**src/rtl/serial_receiver.sv**
```systemverilog
// serial_receiver: 8N1 UART byte receiver feeding a short/long command decoder.
// A short command is one byte with bit7 clear. A long command is an opcode byte
// with bit7 set, followed by four little-endian argument bytes.
module serial_receiver #(
  parameter int unsigned FREQ    = 100000000,
  parameter int unsigned RATE    = 115200,
  parameter int unsigned TIMEOUT = 10000000
) (
  input  logic        clock,
  input  logic        extReset_n,
  input  logic        rx,
  output logic [7:0]  opcode,
  output logic [31:0] parameter_value,
  output logic        execute,
  output logic        framing_error
);

  localparam int unsigned BIT_LEN  = FREQ / RATE;
  localparam int unsigned HALF_LEN = BIT_LEN / 2;
  localparam int unsigned CNT_W    = ($clog2(BIT_LEN + 1) > 10) ? $clog2(BIT_LEN + 1) : 10;
  localparam int unsigned TO_W     = $clog2(TIMEOUT + 1);

  localparam logic [CNT_W-1:0] BIT_LAST  = CNT_W'(BIT_LEN - 1);
  localparam logic [CNT_W-1:0] HALF_LAST = CNT_W'(HALF_LEN - 1);
  localparam logic [TO_W-1:0]  TO_LAST   = TO_W'(TIMEOUT - 1);

  typedef enum logic [2:0] {
    BIT_IDLE,
    BIT_START,
    BIT_DATA,
    BIT_STOP,
    BIT_WAIT_HIGH
  } bit_state_t;

  typedef enum logic {
    CMD_OP,
    CMD_PARAM
  } cmd_state_t;

  // synchronizer
  logic rx_meta;
  logic rx_s;

  // bit-level receiver
  bit_state_t       bit_state;
  bit_state_t       bit_state_next;
  logic [CNT_W-1:0] bit_cnt;
  logic [CNT_W-1:0] bit_cnt_next;
  logic [2:0]       bit_idx;
  logic [2:0]       bit_idx_next;
  logic [7:0]       rx_byte;
  logic [7:0]       rx_byte_next;
  logic             byte_strobe_c;
  logic             frame_err_c;

  // command decoder
  cmd_state_t       cmd_state;
  cmd_state_t       cmd_state_next;
  logic [1:0]       param_cnt;
  logic [1:0]       param_cnt_next;
  logic [31:0]      param_buf;
  logic [31:0]      param_buf_next;
  logic [7:0]       pend_op;
  logic [7:0]       pend_op_next;
  logic [TO_W-1:0]  idle_cnt;
  logic [TO_W-1:0]  idle_cnt_next;
  logic [7:0]       opcode_next;
  logic [31:0]      param_next;
  logic             execute_next;

  // Two-flop synchronizer on the asynchronous line; resets to the idle level.
  always_ff @(posedge clock or negedge extReset_n) begin
    if (!extReset_n) begin
      rx_meta <= 1'b1;
      rx_s    <= 1'b1;
    end else begin
      rx_meta <= rx;
      rx_s    <= rx_meta;
    end
  end

  // Bit FSM state register.
  always_ff @(posedge clock or negedge extReset_n) begin
    if (!extReset_n) begin
      bit_state <= BIT_IDLE;
      bit_cnt   <= '0;
      bit_idx   <= '0;
      rx_byte   <= '0;
    end else begin
      bit_state <= bit_state_next;
      bit_cnt   <= bit_cnt_next;
      bit_idx   <= bit_idx_next;
      rx_byte   <= rx_byte_next;
    end
  end

  // Bit FSM next state: mid-start check, then one sample per bit period.
  always_comb begin
    bit_state_next = bit_state;
    bit_cnt_next   = bit_cnt + 1'b1;
    bit_idx_next   = bit_idx;
    rx_byte_next   = rx_byte;
    unique case (bit_state)
      BIT_IDLE: begin
        bit_cnt_next = '0;
        if (!rx_s) begin
          bit_state_next = BIT_START;
        end
      end
      BIT_START: begin
        if (bit_cnt == HALF_LAST) begin
          bit_cnt_next   = '0;
          bit_idx_next   = '0;
          bit_state_next = rx_s ? BIT_IDLE : BIT_DATA;
        end
      end
      BIT_DATA: begin
        if (bit_cnt == BIT_LAST) begin
          bit_cnt_next          = '0;
          rx_byte_next[bit_idx] = rx_s;
          bit_idx_next          = bit_idx + 1'b1;
          if (bit_idx == 3'd7) begin
            bit_state_next = BIT_STOP;
          end
        end
      end
      BIT_STOP: begin
        if (bit_cnt == BIT_LAST) begin
          bit_cnt_next   = '0;
          bit_state_next = rx_s ? BIT_IDLE : BIT_WAIT_HIGH;
        end
      end
      BIT_WAIT_HIGH: begin
        // a held-low line (break) reports once, then waits for idle
        bit_cnt_next = '0;
        if (rx_s) begin
          bit_state_next = BIT_IDLE;
        end
      end
      default: begin
        bit_state_next = BIT_IDLE;
        bit_cnt_next   = '0;
      end
    endcase
  end

  // Bit FSM outputs: stop-bit verdict, valid for the single sampling cycle.
  always_comb begin
    byte_strobe_c = 1'b0;
    frame_err_c   = 1'b0;
    if ((bit_state == BIT_STOP) && (bit_cnt == BIT_LAST)) begin
      byte_strobe_c = rx_s;
      frame_err_c   = !rx_s;
    end
  end

  // Registered framing error pulse, aligned with where execute would appear.
  always_ff @(posedge clock or negedge extReset_n) begin
    if (!extReset_n) begin
      framing_error <= 1'b0;
    end else begin
      framing_error <= frame_err_c;
    end
  end

  // Command FSM state register.
  always_ff @(posedge clock or negedge extReset_n) begin
    if (!extReset_n) begin
      cmd_state <= CMD_OP;
      param_cnt <= '0;
      param_buf <= '0;
      pend_op   <= '0;
      idle_cnt  <= '0;
    end else begin
      cmd_state <= cmd_state_next;
      param_cnt <= param_cnt_next;
      param_buf <= param_buf_next;
      pend_op   <= pend_op_next;
      idle_cnt  <= idle_cnt_next;
    end
  end

  // Command FSM next state: collect argument bytes, abort on error or idle timeout.
  always_comb begin
    cmd_state_next = cmd_state;
    param_cnt_next = param_cnt;
    param_buf_next = param_buf;
    pend_op_next   = pend_op;
    idle_cnt_next  = '0;
    unique case (cmd_state)
      CMD_OP: begin
        if (byte_strobe_c && rx_byte[7]) begin
          pend_op_next   = rx_byte;
          param_cnt_next = '0;
          param_buf_next = '0;
          cmd_state_next = CMD_PARAM;
        end
      end
      CMD_PARAM: begin
        if (byte_strobe_c) begin
          param_buf_next[{param_cnt, 3'b000} +: 8] = rx_byte;
          param_cnt_next = param_cnt + 1'b1;
          if (param_cnt == 2'd3) begin
            cmd_state_next = CMD_OP;
          end
        end else if (frame_err_c) begin
          cmd_state_next = CMD_OP;
        end else if (idle_cnt == TO_LAST) begin
          cmd_state_next = CMD_OP;
        end else begin
          idle_cnt_next = idle_cnt + 1'b1;
        end
      end
      default: begin
        cmd_state_next = CMD_OP;
      end
    endcase
  end

  // Command FSM outputs: values loaded into the output registers on completion.
  always_comb begin
    opcode_next  = opcode;
    param_next   = parameter_value;
    execute_next = 1'b0;
    if (byte_strobe_c) begin
      if ((cmd_state == CMD_OP) && !rx_byte[7]) begin
        opcode_next  = rx_byte;
        param_next   = '0;
        execute_next = 1'b1;
      end else if ((cmd_state == CMD_PARAM) && (param_cnt == 2'd3)) begin
        opcode_next  = pend_op;
        param_next   = {rx_byte, param_buf[23:0]};
        execute_next = 1'b1;
      end
    end
  end

  // Command output registers; opcode and argument change only with execute.
  always_ff @(posedge clock or negedge extReset_n) begin
    if (!extReset_n) begin
      opcode          <= '0;
      parameter_value <= '0;
      execute         <= 1'b0;
    end else begin
      opcode          <= opcode_next;
      parameter_value <= param_next;
      execute         <= execute_next;
    end
  end

endmodule
```
**config.mk**
```make
export PLATFORM = sky130hd
export DESIGN_NAME = serial_receiver
export DESIGN_NICKNAME = d
export VERILOG_FILES = /design/src/rtl/serial_receiver.sv
export SDC_FILE = /design/constraint.sdc
export NUM_CORES = 1
export LEC_CHECK = 0
export CAP_MARGIN = 20
export CORE_ASPECT_RATIO = 1.25
export CORE_MARGIN = 3
export CORE_UTILIZATION = 55
export DETAILED_ROUTE_END_ITERATION = 12
export PLACE_DENSITY = 0.83
export SKIP_CTS_REPAIR_TIMING = 1
export SLEW_MARGIN = 20
export SYNTH_ARGS = -nofsm -noshare
export SYNTH_HDL_FRONTEND = slang
export SYNTH_SLANG_ARGS = --single-unit
```
**constraint.sdc**
```tcl
create_clock -name clock -period 3.81 [get_ports clock]
set_input_delay 0.381 -clock clock [delete_from_list [all_inputs] [get_ports clock]]
set_output_delay 0.381 -clock clock [all_outputs]
set_load 0.005 [all_outputs]
```
==> flow_summary.toml, run 1 <==
[yosys]
synthCells = 492
synth.net_count = 504
synth.distinct_cells = 51
synth_simple_gate_area_share_pct = 15.40
synth-edff-count = 0
synthAdderAreaFrac_pct = 1.982
ys_dominant_reg_cell = "dfrtp_1"
synth_top_family_by_area = "simple AND/OR/NAND/NOR gates"
syn_area_per_cell_um2 = 11.55
async_reset_ff_share_pct = 100.0
synth.yosys.seq_area_share_pct = 55.99
netlist_area_um2 = 5680
synth-compound-area-share_pct = 11.28
ys_ff_latch = 127
synthXorXnorAreaFrac_pct = 2.930
ys_warn_count = 0
muxShareOfSynthArea_pct = 8.943

[floorplanning]
coreArea_um2 = 9859
die_h_um = 119.6
start_util_pct = 57.61
io_pins = 45
die_x_um = 96.90
die-area_um2 = 11590
row_count = 40

[timing]
worst_slack_ns = 1.444
tightest_slew_ns = 0.9442
fin_crit_ns = 2.366
skew_ns = 0.009740
min_period_over_period_pct = 62.10
fmax_ghz = 0.4226
slew_viol_final = 0
maxSlewHeadroom_pct = 37.06
setup_violations = 0
setup_tns_ns = 0
grt_setup_unrepaired = "no"
hold_viol = 0

[detailed_routing]
ant_nets = 0
wirelength_mm = 11.72
drtIter0Drc = 221
wire_per_inst_um = 17.23
drcViolationCount = 0
viasPerCell = 5.904
num_vias = 4015
drtPass1Iterations = 4

[critical_path]
arrival_ns = 2.71
crit_fanout = 32
cp-start-kind = "flop"
critPathCaptureType = "flop"
critPathKind = "reg2reg"
cp.required_ns = 4.15

[cells_and_area]
layout-area-overhead-vs-synth_pct = 19.82
drive_above_1_share_pct = 14.44
final_common_cell = "dfrtp_1"
final_cell_mix = "dfrtp_1 (125), clkdlybuf4s50_1 (43), a22o_1 (40), nand2_1 (36), nor2_1 (36)"
fin_nets = 553
diodes = 0

[run_status]
outcome = "finished clean"

[grt]
antenna_found_initial = 0
grt_pass1_vias = 4153
grt_pass1_wl_mm = 20.38
grt_max_degree = 78
track_usage_pct = 22.02
global_route.overflow_total = 0

[clocking]
cts_tree = "done"
clockBufferDepth = 2
clk_pin_slew_ns = 0.06
clk-insertion-delay-late_ns = 0.41
cts-root-buf = "clkbuf_16"
h-tree-depth = 4
cts_num_sinks = 127
cts_buffers = 17

[power_and_ir_drop]
p_int_mw = 2.350
power_switching_uw = 623.2
pwr-share-seq_pct = 45.5
pwr-share-comb_pct = 1.0
ir_worst_vdd_uv = 304.4
power_density_nw_per_um2 = 436.9
p_sw_share_pct = 20.96
p_clk_share_pct = 53.5
cellLeakagePower_nw = 3.029

[placed_design]
gp_congestion = 0.8879
portBuffers = 44
dp_slack_ns = 1.460
dp_hpwl_mm = 7.818

[flow_run]
cap_violations = 0

[min_path]
hold_path.class = "in2async"
-- critical path: stages (launching register included) --
cell	delay, ns
dfrtp_1	0.41
ha_1	0.25
nand4bb_1	0.26
or4_4	0.63
nor3b_4	0.20
buf_4	0.34
a22o_1	0.21
-- cell usage after synthesis, types with 9 or more instances --
master | count | share of area [%]
a21oi_1 | 13 | 1.1
nor2_1 | 36 | 2.4
dfrtp_1 | 125 | 55
nand2_1 | 36 | 2.4
xnor2_1 | 9 | 1.4
clkbuf_1 | 13 | 0.86
mux2_2 | 25 | 5.0
nand4_1 | 11 | 1.2
or4_1 | 9 | 1.2
a22o_1 | 40 | 6.2
ha_1 | 9 | 2.0
xor2_1 | 10 | 1.5
nand3_1 | 16 | 1.4
mux2i_1 | 17 | 3.0
inv_1 | 25 | 1.7
o21ai_0 | 13 | 1.1
-- flip-flops by register name, summed over array words and instances (netlist names), 2 cells and up --
name             cells
bit_cnt             10
bit_idx              3
bit_state            3
idle_cnt            24
opcode               8
param_buf           24
param_cnt            2
parameter_value     32
pend_op              8
rx_byte              8
-- stage by stage --
step	area, um^2	utilization [%]	instances	total power, mW	hold WS [ns]
after floorplan	5680	-	492	1.378	0.08541
after global placement	6210	62.98	648	1.407	0.3474
after detailed placement	6216	63.05	648	1.409	0.3559
after CTS	6807	69.04	680	3.002	0.1410
after global routing	6807	69.04	680	3.073	0.1722
final	6807	69.04	680	2.974	0.1151
-- final cells by class --
cell class              count  area, um^2
clock inverters            13       137.6
well taps                 126       157.7
multi-input cells         321        2308
fillers                   707        3053
repair buffers             49       475.5
flip-flops and latches    127        3181
clock buffers              19       452.9
inverters                  25       93.84
-- kinds of logic (layout without fill, tap and decap cells) --
group                    after synthesis  after routing
AND/OR/NAND/NOR                      160            160
flip-flops                           127            127
AO/OA/AOI/OAI                         86             86
multiplexers                          47             47
buffers and inverters                 44            106
XOR/XNOR                              19             19
adder cells (fa/ha/maj)                9              9
-- routing by layer --
metal	global-route usage, %	part of all wire (%)	wire length (um)	vias up
met4	10.71	2.9	340	0
met2	37.31	52	6069	120
li1	-	-	-	1883
met1	26.03	41	4805	1984
met3	5.756	4.3	499	28
met5	0	0	0	-
-- worst paths after layout --
| path | start | depth (start not counted) | slack, ns | endpoint |
|---|---|---|---|---|
| setup / recovery | bit_cnt[0]$_DFF_PN0_ | 6 | 1.44 | parameter_value[11]$_DFFE_PN0P_ |
| setup reg to reg | bit_cnt[0]$_DFF_PN0_ | 6 | 1.44 | parameter_value[11]$_DFFE_PN0P_ |
| max in group asynchronous | extReset_n | 2 | 2.78 | parameter_value[5]$_DFFE_PN0P_ |
| min in group clock | rx_meta$_DFF_PN1_ | 0 | 0.36 | rx_s$_DFF_PN1_ |
| hold / removal | extReset_n | 1 | 0.12 | parameter_value[10]$_DFFE_PN0P_ |
| hold reg to reg | rx_meta$_DFF_PN1_ | 0 | 0.36 | rx_s$_DFF_PN1_ |
-- power by group through the flow --
stage          Clock, mW  Sequential, mW  Combinational, mW
2_1_floorplan          0            1.38            0.00157
3_3_place_gp           0            1.38             0.0295
3_5_place_dp           0            1.38             0.0305
4_1_cts             1.62            1.35             0.0305
5_1_grt             1.69            1.35             0.0344
6_report            1.59            1.35             0.0284
Note: power is estimated with default switching activity, not from simulation.
==> inputs of run 2 (changes only) <==
==> constraint.sdc (replaced) <==
create_clock -name clock -period 2.35 [get_ports clock]
set_input_delay 0.235 -clock clock [delete_from_list [all_inputs] [get_ports clock]]
set_output_delay 0.235 -clock clock [all_outputs]
set_load 0.005 [all_outputs]
==> run 2 against run 1 <==
  * Final cell count grew 1.9%
  * Power grew 63%
  * Clock power grew 64%
  * Critical path depth shrank 1
  * Sequential power grew 63%
  * Worst setup slack lost 1.3 ns
  * Largest cell class unchanged
==> flow_summary.toml, run 2 (synthesis gave the netlist of run 1 again) <==
[run_status]
outcome = "finished clean"

[cells_and_area]
drive_above_1_share_pct = 16.40
top_regs = "parameter_value x32, idle_cnt x24, param_buf x24"
fin_nets = 567
layout-area-overhead-vs-synth_pct = 22.51
final_cell_mix = "dfrtp_1 (125), clkdlybuf4s50_1 (43), a22o_1 (40), nand2_1 (36), nor2_1 (36)"
fin_cells = 693
final_common_cell = "dfrtp_1"
fillers = 687
postLayoutCoreUtil_pct = 70.58
largest_register = "parameter_value"
largest_reg_flops = 32
diodes = 0

[timing]
tightest_slew_ns = 0.5537
skew_ns = 0.006009
min_period_over_period_pct = 93.60
setup_violations = 0
maxSlewHeadroom_pct = 63.01
hold_viol = 0
fin_crit_ns = 2.200
fmax_ghz = 0.4546
worst_slack_ns = 0.1503
slew_viol_final = 0
setup_tns_ns = 0

[floorplanning]
die_x_um = 96.90
start_util_pct = 57.61
coreArea_um2 = 9859
die_h_um = 119.6
io_pins = 45
row_count = 40
die-area_um2 = 11590

[grt]
antenna_found_initial = 0
grt_pass1_wl_mm = 20.84
grt_max_degree = 66
grt_pass1_vias = 4270
global_route.overflow_total = 0
track_usage_pct = 22.46

[critical_path]
cp.required_ns = 2.68
cp_slowest_cell = "or4_4"
crit_fanout = 11
cpPeakStageDelay_ns = 0.62
arrival_ns = 2.53
crit_chain = "ha_1 > nand2_1 > or4_4 > or4_1 > a21oi_1"
critPathKind = "reg2reg"
critPathCaptureType = "flop"
cp-start-kind = "flop"

[clocking]
clockBufferDepth = 2
clk-insertion-delay-late_ns = 0.41
clk_pin_slew_ns = 0.06
cts-root-buf = "clkbuf_16"
cts_buffers = 17
cts_num_sinks = 127
cts_tree = "done"
h-tree-depth = 4

[placed_design]
dp_slack_ns = 0.05940
place_inst = 661
dp_hpwl_mm = 8.099
gp_congestion = 0.8469
portBuffers = 44

[detailed_routing]
wirelength_mm = 12.34
drtIter0Drc = 206
ant_nets = 0
num_vias = 4179
wire_per_inst_um = 17.80
viasPerCell = 6.030
drcViolationCount = 0
drtPass1Iterations = 5

[power_and_ir_drop]
cellLeakagePower_nw = 3.107
ir_worst_vdd_uv = 455.8
power_density_nw_per_um2 = 696.4
p_total_mw = 4.847

[flow_run]
cap_violations = 0

[min_path]
hold_path.class = "in2reg"
## run 2: changes by cell type in the layout (fill, tap and decap cells not counted), sizes merged
cell,delta
buf,+13
bufinv,+1
clkbuf,-2
clkinv,+1
clkinvlp,+1
dlygate4sd3,+1
inv,-2
## run 2: worst paths after layout
| kind | from | cells past startpoint | end | slack (ns) |
|---|---|---|---|---|
| setup reg to reg | idle_cnt[0]$_DFF_PN0_ | 5 | idle_cnt[22]$_DFF_PN0_ | 0.15 |
| max in group asynchronous | extReset_n | 3 | rx_meta$_DFF_PN1_ | 1.30 |
| hold / removal | rx | 1 | rx_meta$_DFF_PN1_ | 0.26 |
| setup / recovery | idle_cnt[0]$_DFF_PN0_ | 5 | idle_cnt[22]$_DFF_PN0_ | 0.15 |
| hold reg to reg | rx_meta$_DFF_PN1_ | 0 | rx_s$_DFF_PN1_ | 0.35 |
| min in group asynchronous | extReset_n | 2 | parameter_value[16]$_DFFE_PN0P_ | 0.31 |
## run 2: cell type report
type,count,area (um^2),area share (%)
clock inverters,14,170.2,2.445
flip-flops and latches,127,3181,45.70
well taps,126,157.7,2.265
multi-input cells,321,2311,33.21
inverters,25,93.84,1.348
clock buffers,17,425.4,6.113
repair buffers,63,620.6,8.918
## run 2: metrics by stage
step / instance area (um^2) / hold WS, ns
final: 6959 / 0.2566
after floorplan: 5680 / -0.06059
after CTS: 6940 / -0.2350
after global routing: 6959 / 0.2388
after detailed placement: 6345 / 0.2050
after global placement: 6345 / 0.1937
## run 2: where the power goes
group / leakage (nW) / internal (mW) / switching [mW] / total, mW
registers: 1.75 / 2.19 / 0.00415 / 2.20
logic: 1.08 / 0.00856 / 0.0417 / 0.0502
clock network: 0.269 / 1.66 / 0.946 / 2.60
## run 2: metal layers
| layer | vias to the layer above | GRT usage (%) | part of all wire [%] |
|---|---|---|---|
| met2 | 150 | 37.00 | 50 |
| met4 | 0 | 11.24 | 3.5 |
| met3 | 33 | 6.570 | 5.3 |
| met1 | 2089 | 26.89 | 41 |
| met5 | - | 0 | 0 |
| li1 | 1907 | - | - |
## run 2: critical path: cells and delay by family (launching register included)
| family | cells | cell delay [ns] |
|---|---|---|
| fa+ha+maj | 1 | 0.26 |
| simple gates | 3 | 1.28 |
| compound gates | 1 | 0.17 |
| flops | 1 | 0.40 |
